`src/rtl/mem_port_arb.sv`:
```
// ---------------------------------------------------------------------------------------------
// mem_port_arb
// Arbiter/sequencer for the single-port unified memory of the DLX pipeline. Instruction fetch
// (IF) and data access (LW/SW) share one memory. One requester is granted at a time. Each grant
// runs a fixed-latency memory cycle, and completion is reported with a one-cycle ack. Data
// requests win by default, but fetch is forced through after FETCH_STARVE_MAX consecutive data
// grants while IF waits. A data address with the MSB set is rejected with dm_ack+dm_err and no
// memory cycle.
//
// Ports
//   i_clk, i_rst_n            clock (rising edge), asynchronous active-low reset
//   i_if_req/i_if_addr        fetch request (held until ack) and address
//   o_if_rdata/o_if_ack       fetched word (held after ack), one-cycle completion pulse
//   o_stall_if                i_if_req & ~o_if_ack
//   i_dm_req/we/addr/wdata    data request (held until ack), store flag, address, store data
//   o_dm_rdata/ack/err        load data (held), completion pulse, rejection flag
//   o_mem_cs/we/addr/wdata    registered memory controls, word-aligned address
//   i_mem_rdata               memory read data, sampled on the last access cycle
//   o_busy                    access in flight
// ---------------------------------------------------------------------------------------------
module mem_port_arb #(
    parameter int AW               = 32,
    parameter int DW               = 32,
    parameter int MEM_LAT          = 2,
    parameter int FETCH_STARVE_MAX = 4
) (
    input  logic          i_clk,
    input  logic          i_rst_n,
    input  logic          i_if_req,
    input  logic [AW-1:0] i_if_addr,
    output logic [DW-1:0] o_if_rdata,
    output logic          o_if_ack,
    output logic          o_stall_if,
    input  logic          i_dm_req,
    input  logic          i_dm_we,
    input  logic [AW-1:0] i_dm_addr,
    input  logic [DW-1:0] i_dm_wdata,
    output logic [DW-1:0] o_dm_rdata,
    output logic          o_dm_ack,
    output logic          o_dm_err,
    output logic          o_mem_cs,
    output logic          o_mem_we,
    output logic [AW-1:0] o_mem_addr,
    output logic [DW-1:0] o_mem_wdata,
    input  logic [DW-1:0] i_mem_rdata,
    output logic          o_busy
);

    localparam int CW = (MEM_LAT > 1) ? $clog2(MEM_LAT) : 1;
    localparam int SW = (FETCH_STARVE_MAX > 0) ? $clog2(FETCH_STARVE_MAX + 1) : 1;
    localparam logic [CW-1:0] CNT_INIT   = CW'(MEM_LAT - 1);
    localparam logic [SW-1:0] STREAK_MAX = SW'(FETCH_STARVE_MAX);

    localparam logic [1:0] S_IDLE  = 2'd0;
    localparam logic [1:0] S_DATA  = 2'd1;
    localparam logic [1:0] S_FETCH = 2'd2;

    logic [1:0]    r_state;
    logic [CW-1:0] r_cnt;
    logic [SW-1:0] r_streak;
    logic          r_if_ack;
    logic          r_dm_ack;
    logic          r_dm_err;
    logic [DW-1:0] r_if_rdata;
    logic [DW-1:0] r_dm_rdata;
    logic          r_mem_cs;
    logic          r_mem_we;
    logic [AW-1:0] r_mem_addr;
    logic [DW-1:0] r_mem_wdata;

    logic w_idle;
    logic w_if_elig;
    logic w_dm_elig;
    logic w_grant_fetch;
    logic w_grant_data;
    logic w_dm_illegal;

    // A requester whose ack is high this cycle is still holding req from the finished access;
    // masking it keeps that stale request from being granted a second time.
    always_comb begin
        w_idle        = (r_state == S_IDLE);
        w_if_elig     = i_if_req & ~r_if_ack;
        w_dm_elig     = i_dm_req & ~r_dm_ack;
        w_grant_fetch = w_idle & w_if_elig & ((r_streak == STREAK_MAX) | ~w_dm_elig);
        w_grant_data  = w_idle & w_dm_elig & ~w_grant_fetch;
        w_dm_illegal  = i_dm_addr[AW-1];
    end

    always_ff @(posedge i_clk or negedge i_rst_n) begin
        if (!i_rst_n) begin
            r_state     <= S_IDLE;
            r_cnt       <= '0;
            r_streak    <= '0;
            r_if_ack    <= 1'b0;
            r_dm_ack    <= 1'b0;
            r_dm_err    <= 1'b0;
            r_if_rdata  <= '0;
            r_dm_rdata  <= '0;
            r_mem_cs    <= 1'b0;
            r_mem_we    <= 1'b0;
            r_mem_addr  <= '0;
            r_mem_wdata <= '0;
        end else begin
            r_if_ack <= 1'b0;
            r_dm_ack <= 1'b0;
            r_dm_err <= 1'b0;

            case (r_state)
                S_IDLE: begin
                    if (w_grant_fetch) begin
                        r_state    <= S_FETCH;
                        r_mem_cs   <= 1'b1;
                        r_mem_we   <= 1'b0;
                        r_mem_addr <= {i_if_addr[AW-1:2], 2'b00};
                        r_cnt      <= CNT_INIT;
                    end else if (w_grant_data) begin
                        if (w_dm_illegal) begin
                            // Rejected without touching memory; answer next cycle.
                            r_dm_ack <= 1'b1;
                            r_dm_err <= 1'b1;
                        end else begin
                            r_state     <= S_DATA;
                            r_mem_cs    <= 1'b1;
                            r_mem_we    <= i_dm_we;
                            r_mem_addr  <= {i_dm_addr[AW-1:2], 2'b00};
                            r_mem_wdata <= i_dm_wdata;
                            r_cnt       <= CNT_INIT;
                        end
                    end
                end
                S_DATA, S_FETCH: begin
                    if (r_cnt != '0) begin
                        r_cnt <= r_cnt - 1'b1;
                    end else begin
                        r_state  <= S_IDLE;
                        r_mem_cs <= 1'b0;
                        r_mem_we <= 1'b0;
                        if (r_state == S_FETCH) begin
                            r_if_ack   <= 1'b1;
                            r_if_rdata <= i_mem_rdata;
                        end else begin
                            r_dm_ack <= 1'b1;
                            // r_mem_we still flags a store during the access.
                            if (!r_mem_we) begin
                                r_dm_rdata <= i_mem_rdata;
                            end
                        end
                    end
                end
                default: begin
                    r_state  <= S_IDLE;
                    r_mem_cs <= 1'b0;
                    r_mem_we <= 1'b0;
                end
            endcase

            // Count data grants that bypassed a waiting fetch.
            if (!i_if_req || w_grant_fetch) begin
                r_streak <= '0;
            end else if (w_grant_data && (r_streak != STREAK_MAX)) begin
                r_streak <= r_streak + 1'b1;
            end
        end
    end

    always_comb begin
        o_if_rdata  = r_if_rdata;
        o_if_ack    = r_if_ack;
        o_stall_if  = i_if_req & ~r_if_ack;
        o_dm_rdata  = r_dm_rdata;
        o_dm_ack    = r_dm_ack;
        o_dm_err    = r_dm_err;
        o_mem_cs    = r_mem_cs;
        o_mem_we    = r_mem_we;
        o_mem_addr  = r_mem_addr;
        o_mem_wdata = r_mem_wdata;
        o_busy      = (r_state != S_IDLE);
    end

endmodule
```
`config.mk`:
```
export PLATFORM = sky130hd
export DESIGN_NAME = mem_port_arb
export DESIGN_NICKNAME = d
export VERILOG_FILES = /design/src/rtl/mem_port_arb.sv
export SDC_FILE = /design/constraint.sdc
export NUM_CORES = 1
export LEC_CHECK = 0
export ABC_AREA = 1
export BUFFER_PORTS_ARGS = -buffer_cell sky130_fd_sc_hd__buf_2
export CORE_AREA = 2 2 130 132
export DETAILED_ROUTE_END_ITERATION = 10
export DIE_AREA = 0 0 132 134
export HOLD_SLACK_MARGIN = 0.02
export PLACE_DENSITY = 0.63
export SETUP_SLACK_MARGIN = 0.02
export SLEW_MARGIN = 30
export SYNTH_ARGS = -nofsm -noshare
export SYNTH_HDL_FRONTEND = slang
export SYNTH_SLANG_ARGS = --single-unit
```
`constraint.sdc`:
```
create_clock -name i_clk -period 3.4 [get_ports i_clk]
set_input_delay 0.34 -clock i_clk [delete_from_list [all_inputs] [get_ports i_clk]]
set_output_delay 0.34 -clock i_clk [all_outputs]
set_load 0.01 [all_outputs]
```
# --- After elaboration in Yosys (flattened, before gate mapping) ---
# Cells that the tools add are included.
totals:
  n_memories: 0
  inputBits: 133
  ram_bits: 0
  out_inout_bits: 135
  romBits: 0
  reg_bits: 139
  latchBits: 0
  elab_cells: 83
classes:
  bitwise: 15
  reduce_logical: 15
  n_eq_ne: 8
  n_mux: 31
  shift: 0
  mul: 0
  order_cmp: 0
  n_div: 0
  add_sub_neg: 2
op_table:
  columns: ["operator", "count"]
  rows:
  - ["two-way mux 32 bit", 3]
  - ["two-way mux 1 bit", 17]
  - ["AND reduction 3 bit", 4]
  - ["two-way mux 2 bit", 4]
  - ["inverter 1 bit", 8]
  - ["case mux 1 bit (2 select lines)", 4]
  - ["AND reduction 4 bit", 2]
  - ["nonzero test 2 bit", 4]
  - ["bitwise AND 1 bit", 6]
  - ["two-way mux 3 bit", 2]
  - ["case mux 2 bit (2 select lines)", 1]
  - ["adder 3 x 1 -> 3 bit (second input constant)", 1]
  - ["== test 3 bit (second input constant)", 1]
  - ["inequality test 3 x 1 -> 1 bit (second input constant)", 1]
  - ["inequality test 3 x 2 -> 1 bit (second input constant)", 1]
  - ["inequality test 3 bit (second input constant)", 1]
  - ["== test 2 x 1 -> 1 bit (second input constant)", 1]
  - ["== test 2 bit (second input constant)", 1]
  - ["logical NOT 2 bit", 1]
  - ["inequality test 2 x 1 -> 1 bit (second input constant)", 1]
  - ["inequality test 2 bit (second input constant)", 1]
  - ["OR reduction 2 bit", 1]
  - ["logical AND 1 bit", 1]
  - ["logical NOT 1 bit", 1]
  - ["3 further kinds", 3]

# --- Logic depth before layout (Yosys ltp) ---
depth:
  word_depth: 10
  depth_mapped: 10
  mapped_depth_nobuf: 9

# --- Worst setup path after synthesis ---
# Ideal clock, no wire load.
synth_path:
  path_type: "reg-to-reg"
  startpoint: "register r_state[1]"
  endpoint: "register r_dm_rdata[10] (netlist: o_dm_rdata[10])"
  arrival_time_ns: 1.365
  stages_incl_launch_ff: 9
  required_time_ns: 3.279
  path_slack_ns: 1.915
  period_less_slack_ns: 1.485
  path_cell_list: "dfrtp_1 -> inv_1 -> ha_1 -> nand2_1 -> or2_1 -> buf_6 -> buf_2 -> nand2_1 -> o21ai_1"
synth_between:
  elab_chain_len: 3
  word_cells_on_any_way: 5
  cone_classes: "2 x eq/ne; 1 x bitwise; 2 x reduce/logical"
synth_rtl:
  columns: ["item", "line", "text"]
  rows:
  - ["start, declared", "58", "logic [1:0] r_state;"]
  - ["start signal, assigned", "91", "r_state <= S_IDLE;"]
  - ["start signal, assigned", "111", "r_state <= S_FETCH;"]
  - ["start signal, assigned", "122", "r_state <= S_DATA;"]
  - ["== test 2 bit or == test 2 x 1 -> 1 bit (tied branches)", "108, 138", null]
  - ["OR reduction 2 bit or inverter 1 bit (tied branches)", null, null]
  - ["AND reduction 4 bit (no source line) (*)", null, null]
  - ["end signal, assigned", "145", "r_dm_rdata <= i_mem_rdata;"]
  - ["end, declared", "65", "logic [DW-1:0] r_dm_rdata;"]
# Every way passes the cells marked *; elsewhere a longest branch is shown, timed or not.
# A chain may end at the register's enable or synchronous reset.

# --- Final worst setup path ---
layout_path:
  startpoint: "register r_state[0]"
  endpoint: "register r_mem_addr[5] (netlist: o_mem_addr[5])"
layout_between:
  elab_chain_len: 7
  word_cells_on_any_way: 10
  cone_classes: "1 x eq/ne; 1 x mux; 5 x bitwise; 3 x reduce/logical"
layout_rtl:
  columns: ["item", "line", "text"]
  rows:
  - ["logical NOT 2 bit (*)", "81", "w_idle = (r_state == S_IDLE);"]
  - ["net w_idle", "71", "logic w_idle;"]
  - ["bitwise AND 1 bit (2 in series)", "84", "w_grant_fetch = w_idle & w_if_elig & ((r_streak == STREAK_MAX) | ~w_dm_elig);"]
  - ["inverter 1 bit (no source line)", null, null]
  - ["bitwise AND 1 bit", "85", "w_grant_data = w_idle & w_dm_elig & ~w_grant_fetch;"]
  - ["nonzero test 2 bit (no source line)", null, null]
  - ["AND reduction 3 bit (no source line)", null, null]
  - ["end signal, assigned", "114", "r_mem_addr <= {i_if_addr[AW-1:2], 2'b00};"]
  - ["end signal, assigned", "125", "r_mem_addr <= {i_dm_addr[AW-1:2], 2'b00};"]
  - ["end, declared", "68", "logic [AW-1:0] r_mem_addr;"]
# The timed path passes the listed nets; every way through them passes the cells marked *.

==> results_dict.tcl <==
set metrics [dict create \
    status "completed" \
    rsz0062_at_grt "false" \
    worstPathRequired_ps 3740 \
    setup_ws_ps 1260 \
    period_share 0.630 \
    clkSinkCount 137 \
    core_area_um2 16300 \
    fp.dieW_um 132 \
    gp_congestion 0.774 \
    fin_crit_ps 2140 \
    synthCells 622 \
    io_buffers 261 \
    timing.setup.tns_ps 0 \
    dr.pass1.iters 5 \
    hold_viol_final 0 \
    grt_pass1_wl_mm 24.3 \
    die_area_um2 17700 \
    post-cts-setup-buffers 0 \
    totalWireLength_mm 14.8 \
    fin_area_um2 7590 \
    cts.repair.resized 0 \
    yosysSeqAreaShare 0.614 \
    insertion_delay_ps 410 \
    detail_route.wl_per_cell_um 13.3 \
    syn_area_per_cell_um2 8.97 \
    whs_ps 124 \
    numCtsBuffers 17 \
    antenna_found_initial 1 \
    layout-drive-gt1-share 0.343 \
    area_delta_synth_final_pct 36.1 \
    clk_pin_slew_worst_paths_ps 60 \
    ant_nets 0 \
    synth-seq-cells 137 \
    relSlewSlack 0.488 \
    final_common_cell "nand2_1" \
    worstSetupPathType "register to register" \
    row_count 47 \
    power_mw 7.24 \
    initial_utilization 0.343 \
    first_global_vias 4745 \
    place_area_um2 6980 \
    crit_arrival_ps 2480 \
    power.density_nw_per_um2 954 \
    dp_cells 1078 \
    end_kind "register" \
    cap_violations 0 \
    grt_remaining_overflow 0 \
    synth_top_cell_area_share 0.614 \
    peakVddDrop_v 0.000406 \
    worstPathMaxFanout 61 \
    start_kind "register" \
    drt_iter0_drc 215 \
    nets 1016 \
    grt_max_degree 77 \
    mostFrequentLayoutCells "nand2_1 (278), buf_2 (260), dfrtp_1 (137)" \
    clk_path_buf_depth 2 \
    die_h_um 134 \
    synth_top_area_cell "dfrtp_1" \
    setup-violations-final 0 \
    root_buffer "clkbuf_16" \
    final_cells 1111 \
    ys_warn_count 0 \
    pre_cts_slack_ps 1270 \
    slew_violations 0 \
    tritoncts "built" \
    yosys-top-cells-area "dfrtp_1 (61%), nand2_1 (19%), inv_1 (3.4%), nand3_1 (3.2%), o21ai_0 (2.9%)" \
    ios 268 \
    hold_path.class "input port to register" \
    synth.distinct_cells 20 \
    htreeDepth 4 \
    worstMarginPinSlew_ps 768 \
    via_per_inst 4.37 \
    n_antenna_cell 0 \
    grt.total_usage 0.172 \
    dp_hpwl_mm 10.3 \
    drc 0 \
    fmax_mhz 467 \
    clock_skew_ps 6.13 \
    vias 4857 \
    finalCoreUtilization 0.466 \
    leakage_nw 4.33 \
    syn_area_um2 5580 \
]
==> critical path, cell delays in order, from the launching register on <==
cell and delay (ps):
dfrtp_1 400, inv_1 80, ha_1 270, nand2_1 140, nor2_4 130, nand2_4 240
inv_4 550, nand2_1 110, nand3_1 100
==> flip-flops by register name, summed over array words and instances (netlist names), 2 cells and up <==
signal       cells
r_state          2
r_streak         3
o_dm_rdata      32
o_mem_wdata     32
o_if_rdata      32
o_mem_addr      30
==> cell families after synthesis <==
| group | synth area share |
|---|---|
| buffers and inverters | 0.0783 |
| DFF | 0.614 |
| and+or+nand+nor | 0.235 |
| AOI/OAI and AO/OA | 0.0601 |
| adders and majority gates | 0.0112 |
| other | 0.000672 |
==> final timing paths <==
kind / startpoint / endpoint / slack, ps / depth (start not counted)
hold reg to reg: o_mem_addr[31] / o_mem_addr[31] / 470 / 2
setup reg to reg: r_state[0] / o_mem_addr[5] / 1260 / 8
max in group asynchronous: i_rst_n / o_if_rdata[5] / 2060 / 3
min in group asynchronous: i_rst_n / o_mem_wdata[8] / 540 / 2
setup / recovery: r_state[0] / o_mem_addr[5] / 1260 / 8
hold / removal: i_dm_wdata[29] / o_mem_wdata[29] / 120 / 3
==> repair_timing <==
action	in CTS	in global routing
setup endpoints to repair	0	0
hold buffers	1	0
hold endpoints to repair	75	0
==> power by group <==
group	switching (mW)	total [mW]	internal [mW]	leakage, nW
clock	0.736	1.85	1.11	0.282
combinational	1.58	2.60	1.02	2.34
sequential	0.389	2.79	2.40	1.70
total	2.70	7.24	4.54	4.33
==> per-layer routing <==
layer,global-route usage,part of all wire,vias up,routed length (µm)
met2,0.274,0.46,203,6790
met4,0.0447,0.0095,0,140
met3,0.0745,0.097,11,1430
met1,0.216,0.43,2208,6410
met5,0,0,-,0
li1,-,-,2435,-
==> area by class of cell <==
class	count	area, µm²
fillers	1598	8700
flip-flops and latches	137	3430
multi-input cells	402	1720
repair buffers	266	1370
clock buffers	18	439
well taps	220	275
inverters	54	206
clock inverters	14	159
==> synth_stat cells <==
library cell / count
nand4_1: 2
buf_4: 8
or2_1: 1
a21oi_1: 3
nand2_1: 278
o21ai_0: 32
nand2_4: 2
buf_6: 11
conb_1: 1
o21ai_1: 32
inv_4: 1
inv_1: 51
clkbuf_1: 6
nand3_1: 36
inv_2: 2
ha_1: 5
nor2_1: 7
dfrtp_1: 137
buf_2: 5
nor2_4: 2
Power figures use the tool's default switching activity.
